===== src/rtl/uart_pkg.sv =====
// Shared UART definitions: state encoding, data width and baud divisor helper.
// The PARITY state exists only when UART_TX_PARITY_EN is defined.
package uart_pkg;

    localparam int unsigned DATA_W = 8;
    localparam int unsigned IDX_W  = $clog2(DATA_W);

`ifdef UART_TX_PARITY_EN
    typedef enum logic [2:0] {
        ST_IDLE   = 3'd0,
        ST_START  = 3'd1,
        ST_DATA   = 3'd2,
        ST_PARITY = 3'd3,
        ST_STOP   = 3'd4
    } state_t;
`else
    typedef enum logic [2:0] {
        ST_IDLE  = 3'd0,
        ST_START = 3'd1,
        ST_DATA  = 3'd2,
        ST_STOP  = 3'd4
    } state_t;
`endif

    // Clock cycles per line bit; shared with the matching receiver.
    function automatic int unsigned clks_per_bit(input int unsigned clk_hz,
                                                 input int unsigned baud);
        return clk_hz / baud;
    endfunction

endpackage


===== src/rtl/uart_baud_gen.sv =====
// Bit-period counter: counts 0..CLKS_PER_BIT-1, tick is high on the last cycle of each bit.
module uart_baud_gen #(
    parameter int unsigned CLKS_PER_BIT = 4
) (
    input  logic clk,
    input  logic rst_n,
    input  logic clear,
    output logic tick
);

    localparam int unsigned CW = $clog2(CLKS_PER_BIT);
    localparam logic [CW-1:0] LAST = CW'(CLKS_PER_BIT - 1);

    logic [CW-1:0] cnt_q;
    logic [CW-1:0] cnt_nxt;
    logic          tick_q;

    always_comb begin
        cnt_nxt = cnt_q + CW'(1);
        if (clear || (cnt_q == LAST)) begin
            cnt_nxt = '0;
        end
    end

    // tick is registered from the next count so it lines up with cnt == LAST.
    always_ff @(posedge clk) begin
        if (!rst_n) begin
            cnt_q  <= '0;
            tick_q <= 1'b0;
        end else begin
            cnt_q  <= cnt_nxt;
            tick_q <= (cnt_nxt == LAST);
        end
    end

    assign tick = tick_q;

endmodule


===== src/rtl/uart_tx.sv =====
// UART transmitter, 8N1 by default; define UART_TX_PARITY_EN for 8E1 framing.
// tx and txBusy are driven straight from flops.
module uart_tx
    import uart_pkg::*;
#(
    parameter int unsigned CLK_HZ = 50000000,
    parameter int unsigned BAUD   = 115200
) (
    input  logic              clk,
    input  logic              rst_n,
    input  logic              txStart,
    input  logic [DATA_W-1:0] txData,
    output logic              txBusy,
    output logic              tx
);

    localparam int unsigned CLKS_PER_BIT = clks_per_bit(CLK_HZ, BAUD);
    localparam logic [IDX_W-1:0] LAST_IDX = IDX_W'(DATA_W - 1);

    if (CLKS_PER_BIT < 2) begin : g_cpb_check
        $error("uart_tx: CLK_HZ/BAUD must be at least 2");
    end

    state_t            state_q, state_nxt;
    logic [DATA_W-1:0] shreg_q, shreg_nxt;
    logic [IDX_W-1:0]  bit_idx_q, bit_idx_nxt;
    logic              tx_q, tx_nxt;
    logic              busy_q, busy_nxt;
    logic              bit_clear;
    logic              bit_tick;
`ifdef UART_TX_PARITY_EN
    logic              par_q, par_nxt;
`endif

    // Counter is held at 0 while idle so START always gets a full bit period.
    assign bit_clear = (state_q == ST_IDLE);

    uart_baud_gen #(
        .CLKS_PER_BIT(CLKS_PER_BIT)
    ) u_baud_gen (
        .clk  (clk),
        .rst_n(rst_n),
        .clear(bit_clear),
        .tick (bit_tick)
    );

    always_comb begin
        state_nxt   = state_q;
        shreg_nxt   = shreg_q;
        bit_idx_nxt = bit_idx_q;
        tx_nxt      = tx_q;
        busy_nxt    = busy_q;
`ifdef UART_TX_PARITY_EN
        par_nxt     = par_q;
`endif
        case (state_q)
            ST_IDLE: begin
                tx_nxt   = 1'b1;
                busy_nxt = 1'b0;
                if (txStart) begin
                    state_nxt   = ST_START;
                    shreg_nxt   = txData;
                    bit_idx_nxt = '0;
                    tx_nxt      = 1'b0;
                    busy_nxt    = 1'b1;
`ifdef UART_TX_PARITY_EN
                    par_nxt     = ^txData;
`endif
                end
            end
            ST_START: begin
                if (bit_tick) begin
                    state_nxt = ST_DATA;
                    tx_nxt    = shreg_q[0];
                end
            end
            ST_DATA: begin
                if (bit_tick) begin
                    bit_idx_nxt = bit_idx_q + IDX_W'(1);
                    shreg_nxt   = {1'b0, shreg_q[DATA_W-1:1]};
                    if (bit_idx_q == LAST_IDX) begin
`ifdef UART_TX_PARITY_EN
                        state_nxt = ST_PARITY;
                        tx_nxt    = par_q;
`else
                        state_nxt = ST_STOP;
                        tx_nxt    = 1'b1;
`endif
                    end else begin
                        tx_nxt = shreg_q[1];
                    end
                end
            end
`ifdef UART_TX_PARITY_EN
            ST_PARITY: begin
                if (bit_tick) begin
                    state_nxt = ST_STOP;
                    tx_nxt    = 1'b1;
                end
            end
`endif
            ST_STOP: begin
                tx_nxt = 1'b1;
                if (bit_tick) begin
                    state_nxt = ST_IDLE;
                    busy_nxt  = 1'b0;
                end
            end
            default: begin
                state_nxt = ST_IDLE;
                tx_nxt    = 1'b1;
                busy_nxt  = 1'b0;
            end
        endcase
    end

    always_ff @(posedge clk) begin
        if (!rst_n) begin
            state_q   <= ST_IDLE;
            shreg_q   <= '0;
            bit_idx_q <= '0;
            tx_q      <= 1'b1;
            busy_q    <= 1'b0;
`ifdef UART_TX_PARITY_EN
            par_q     <= 1'b0;
`endif
        end else begin
            state_q   <= state_nxt;
            shreg_q   <= shreg_nxt;
            bit_idx_q <= bit_idx_nxt;
            tx_q      <= tx_nxt;
            busy_q    <= busy_nxt;
`ifdef UART_TX_PARITY_EN
            par_q     <= par_nxt;
`endif
        end
    end

    assign tx     = tx_q;
    assign txBusy = busy_q;

endmodule


===== config.mk =====
export PLATFORM = sky130hd
export DESIGN_NAME = uart_tx
export DESIGN_NICKNAME = d
export VERILOG_FILES = /design/src/rtl/uart_pkg.sv /design/src/rtl/uart_baud_gen.sv /design/src/rtl/uart_tx.sv
export SDC_FILE = /design/constraint.sdc
export NUM_CORES = 1
export LEC_CHECK = 0
export BUFFER_PORTS_ARGS = -buffer_cell sky130_fd_sc_hd__buf_2
export CAP_MARGIN = 15
export CORE_MARGIN = 8
export CORE_UTILIZATION = 40
export CTS_CLUSTER_DIAMETER = 80
export CTS_CLUSTER_SIZE = 8
export DETAILED_ROUTE_END_ITERATION = 8
export PLACE_DENSITY = 0.61
export SYNTH_ARGS = -nofsm -noshare
export SYNTH_HDL_FRONTEND = slang
export SYNTH_SLANG_ARGS = --single-unit

===== constraint.sdc =====
create_clock -name clk -period 3.05 [get_ports clk]
set_clock_uncertainty 0.15 [all_clocks]
set_input_delay 0 -clock clk [delete_from_list [all_inputs] [get_ports clk]]
set_output_delay 0 -clock clk [all_outputs]
set_load 0.005 [all_outputs]

==> impl_metrics.tcl <==
set metrics [dict create \
    ant_nets 0 \
    hpwlAfterDp_mm 1.78 \
    gp_congestion 0.734 \
    pwr_density_cell_nw_per_um2 435 \
    clkPwrFrac_pct 35.7 \
    ir_drop_uv 223 \
    worst-path-max-fanout 15 \
    fmax_mhz 415 \
    syn_to_final_growth_pct 26.7 \
    fillerInstances 269 \
    synth_top_area_share_pct 42.9 \
    post_cts_buffers 0 \
    power_switching_uw 144 \
    crit_path_end_kind "register" \
    seqPwrFrac_pct 54.1 \
    grt_pass1_vias 1074 \
    nets 180 \
    grt-ovfl-total 0 \
    port-buffer-count 12 \
    start_kind "register" \
    worst_pin_slew_ns 0.512 \
    multi_input_area_um2 662 \
    ys_seq_elements 26 \
    worstSetupPathType "register to register" \
    pwr-share-comb_pct 10.3 \
    initial_utilization_pct 40.8 \
    synth_cell_types 38 \
    cp-startpoint "state_q[1]$_SDFFE_PN0P_" \
    coreArea_um2 2980 \
    synth_area_um2 1210 \
    die_x_um 71.1 \
    maxCapViolations 0 \
    drive_gt1_share_pct 14.0 \
    setup_ws_ns 0.640 \
    finalSetupTns_ns 0 \
    drt-pass1-iter-count 4 \
    min_path_type "register to register" \
    cts_buffers 3 \
    async_flop_share_pct 0 \
    cts_root_buf "clkbuf_4" \
    clock_sinks 26 \
    synthFlopType "dfxtp_1" \
    drc 0 \
    cts.clk_slew.worst_paths_ns 0.16 \
    antenna_cells 0 \
    reg2reg_to "shreg_q[4]$_SDFFE_PN0P_" \
    cts.path.max_buffers 2 \
    yosysWarnings 0 \
    crit_arrival_ns 2.52 \
    wl_per_cell_um 13.1 \
    relSlewSlack_pct 65.8 \
    htreeDepth 1 \
    synth-seq-area-share_pct 42.9 \
    rsz0062_at_grt "no" \
    drv_slew 0 \
    dieArea_um2 5050 \
    syn_inst 134 \
    rows 20 \
    avgSynthCellArea_um2 9.06 \
    vias 1070 \
    status "finished, final reports clean" \
    seqCellArea_um2 520 \
    p_leak_nw 0.568 \
    synth-edff-count 0 \
    drt_iter0_drc 44 \
    min_period_ns 2.41 \
    grt_use_total_pct 11.0 \
    required_ns 3.17 \
    crit_end "shreg_q[4]$_SDFFE_PN0P_" \
    ff2ff_path_depth 5 \
    final_cell_mix "26 x dfxtp_1, 19 x dlygate4sd3_1, 14 x nor2_1" \
    p_sw_share_pct 21.5 \
    die_h_um 71.1 \
    post-route-cell-area_um2 1540 \
    layout_commonest_cell "dfxtp_1" \
    setup_viol 0 \
    regToRegSetupSlack_ns 0.64 \
    syn_nets 149 \
    p_int_uw 525 \
    post-place-ws_ns 1.26 \
    placed_area_um2 1290 \
    io_pins 13 \
    yosys.area.top_type "dfxtp_1" \
    antenna_found_initial 0 \
    post-route-period-util_pct 79.0 \
    cts_tree "yes" \
    routed_via_density 5.43 \
    grt_pass1_wl_mm 4.63 \
    grt_max_degree 16 \
    reg2reg_from "state_q[1]$_SDFFE_PN0P_" \
    clk_latency_ns 0.33 \
    finalHoldViolations 0 \
    synthTopCellsByArea "dfxtp_1 43%, nor2_1 4.3%, a21oi_1 4.1%" \
    drt-total-wl_mm 2.58 \
]
cell type report:
cell class	count	area share, %
clock buffer	3	1.46
timing repair buffer	32	16.8
tap	33	2.69
multi-input combinational	101	43.0
clock inverter	1	1.95
sequential	26	33.8
inverter	1	0.244
timing repair:
item	4_1_cts	5_1_grt
endpoints found under the setup margin	0	0
gates resized for setup	0	0
hold endpoints to repair	26	0
hold buffers	19	0
cells by family (layout without fill, tap and decap cells):
logic type | count (synthesis) | in the layout | share of synthesized area (%)
AO/OA/AOI/OAI | 38 | 38 | 20.8
XOR/XNOR | 8 | 8 | 5.77
adder cells (fa/ha/maj) | 4 | 4 | 4.12
buffers and inverters | 7 | 37 | 2.58
flip-flops | 26 | 26 | 42.9
AND/OR/NAND/NOR | 51 | 51 | 23.8
critical path: stages (launching register included):
cell	delay, ns
dfxtp_1	0.67
nand2_1	0.35
a21boi_2	0.34
o21ai_0	0.14
a21oi_1	0.13
dlygate4sd3_1	0.55
metrics by stage:
step	cells	util (%)	power, mW	hold slack [ns]
finish	197	51.6	0.669	0.339
global route	197	51.6	0.697	0.385
CTS	197	51.6	0.674	0.338
detailed placement	174	43.5	0.416	0.133
global placement	174	43.5	0.414	0.124
floorplan	134	-	0.397	0.00381
sequential cells by signal, summed over array words and instances (netlist names):
register and flops:
tx 1, u_baud_gen.cnt_q 9, bit_idx_q 3, u_baud_gen.tick 1, shreg_q 8, txBusy 1
state_q 3
power by group through the flow:
stage,Combinational [mW],Clock [mW],Sequential [mW]
floorplan,0.0319,0,0.365
global placement,0.0452,0,0.368
detailed placement,0.0468,0,0.369
CTS,0.0686,0.244,0.362
global route,0.0776,0.256,0.364
finish,0.0687,0.239,0.362
routing by layer:
metal | wire length, um | global-route usage (%) | part of all wire (%)
met3 | 90 | 2.12 | 3.5
met5 | 0 | 0 | 0
met1 | 1110 | 12.1 | 43
met4 | 18 | 5.08 | 0.70
met2 | 1360 | 19.8 | 53
Yosys cell counts (all sizes together) (2+ instances only):
| cell type | n |
|---|---|
| o311ai | 2 |
| xnor2 | 4 |
| xor2 | 4 |
| nand2 | 9 |
| dfxtp | 26 |
| nor2 | 14 |
| nand2b | 2 |
| clkbuf | 2 |
| nand3b | 2 |
| buf | 4 |
| and2 | 2 |
| nor2b | 5 |
| a21oi | 10 |
| nor3b | 4 |
| ha | 4 |
| a21boi | 4 |
| nand4 | 3 |
| nor4 | 2 |
| o21ai | 10 |
| o22ai | 7 |
| nand3 | 3 |
worst min path at each step:
stage / start / slack, ns / depth (start not counted) / end
3_5_place_dp: txData[7] / 0.13 / 3 / shreg_q[7]$_SDFFE_PN0P_
2_1_floorplan: rst_n / 0.004 / 1 / bit_idx_q[1]$_SDFFE_PN0P_
6_report: bit_idx_q[1]$_SDFFE_PN0P_ / 0.34 / 2 / bit_idx_q[1]$_SDFFE_PN0P_
4_1_cts: bit_idx_q[1]$_SDFFE_PN0P_ / 0.34 / 2 / bit_idx_q[1]$_SDFFE_PN0P_
3_3_place_gp: txData[7] / 0.12 / 3 / shreg_q[7]$_SDFFE_PN0P_
5_1_grt: u_baud_gen.cnt_q[0]$_SDFF_PN0_ / 0.38 / 1 / u_baud_gen.cnt_q[0]$_SDFF_PN0_
No activity file was read; power rests on OpenSTA's default activity.
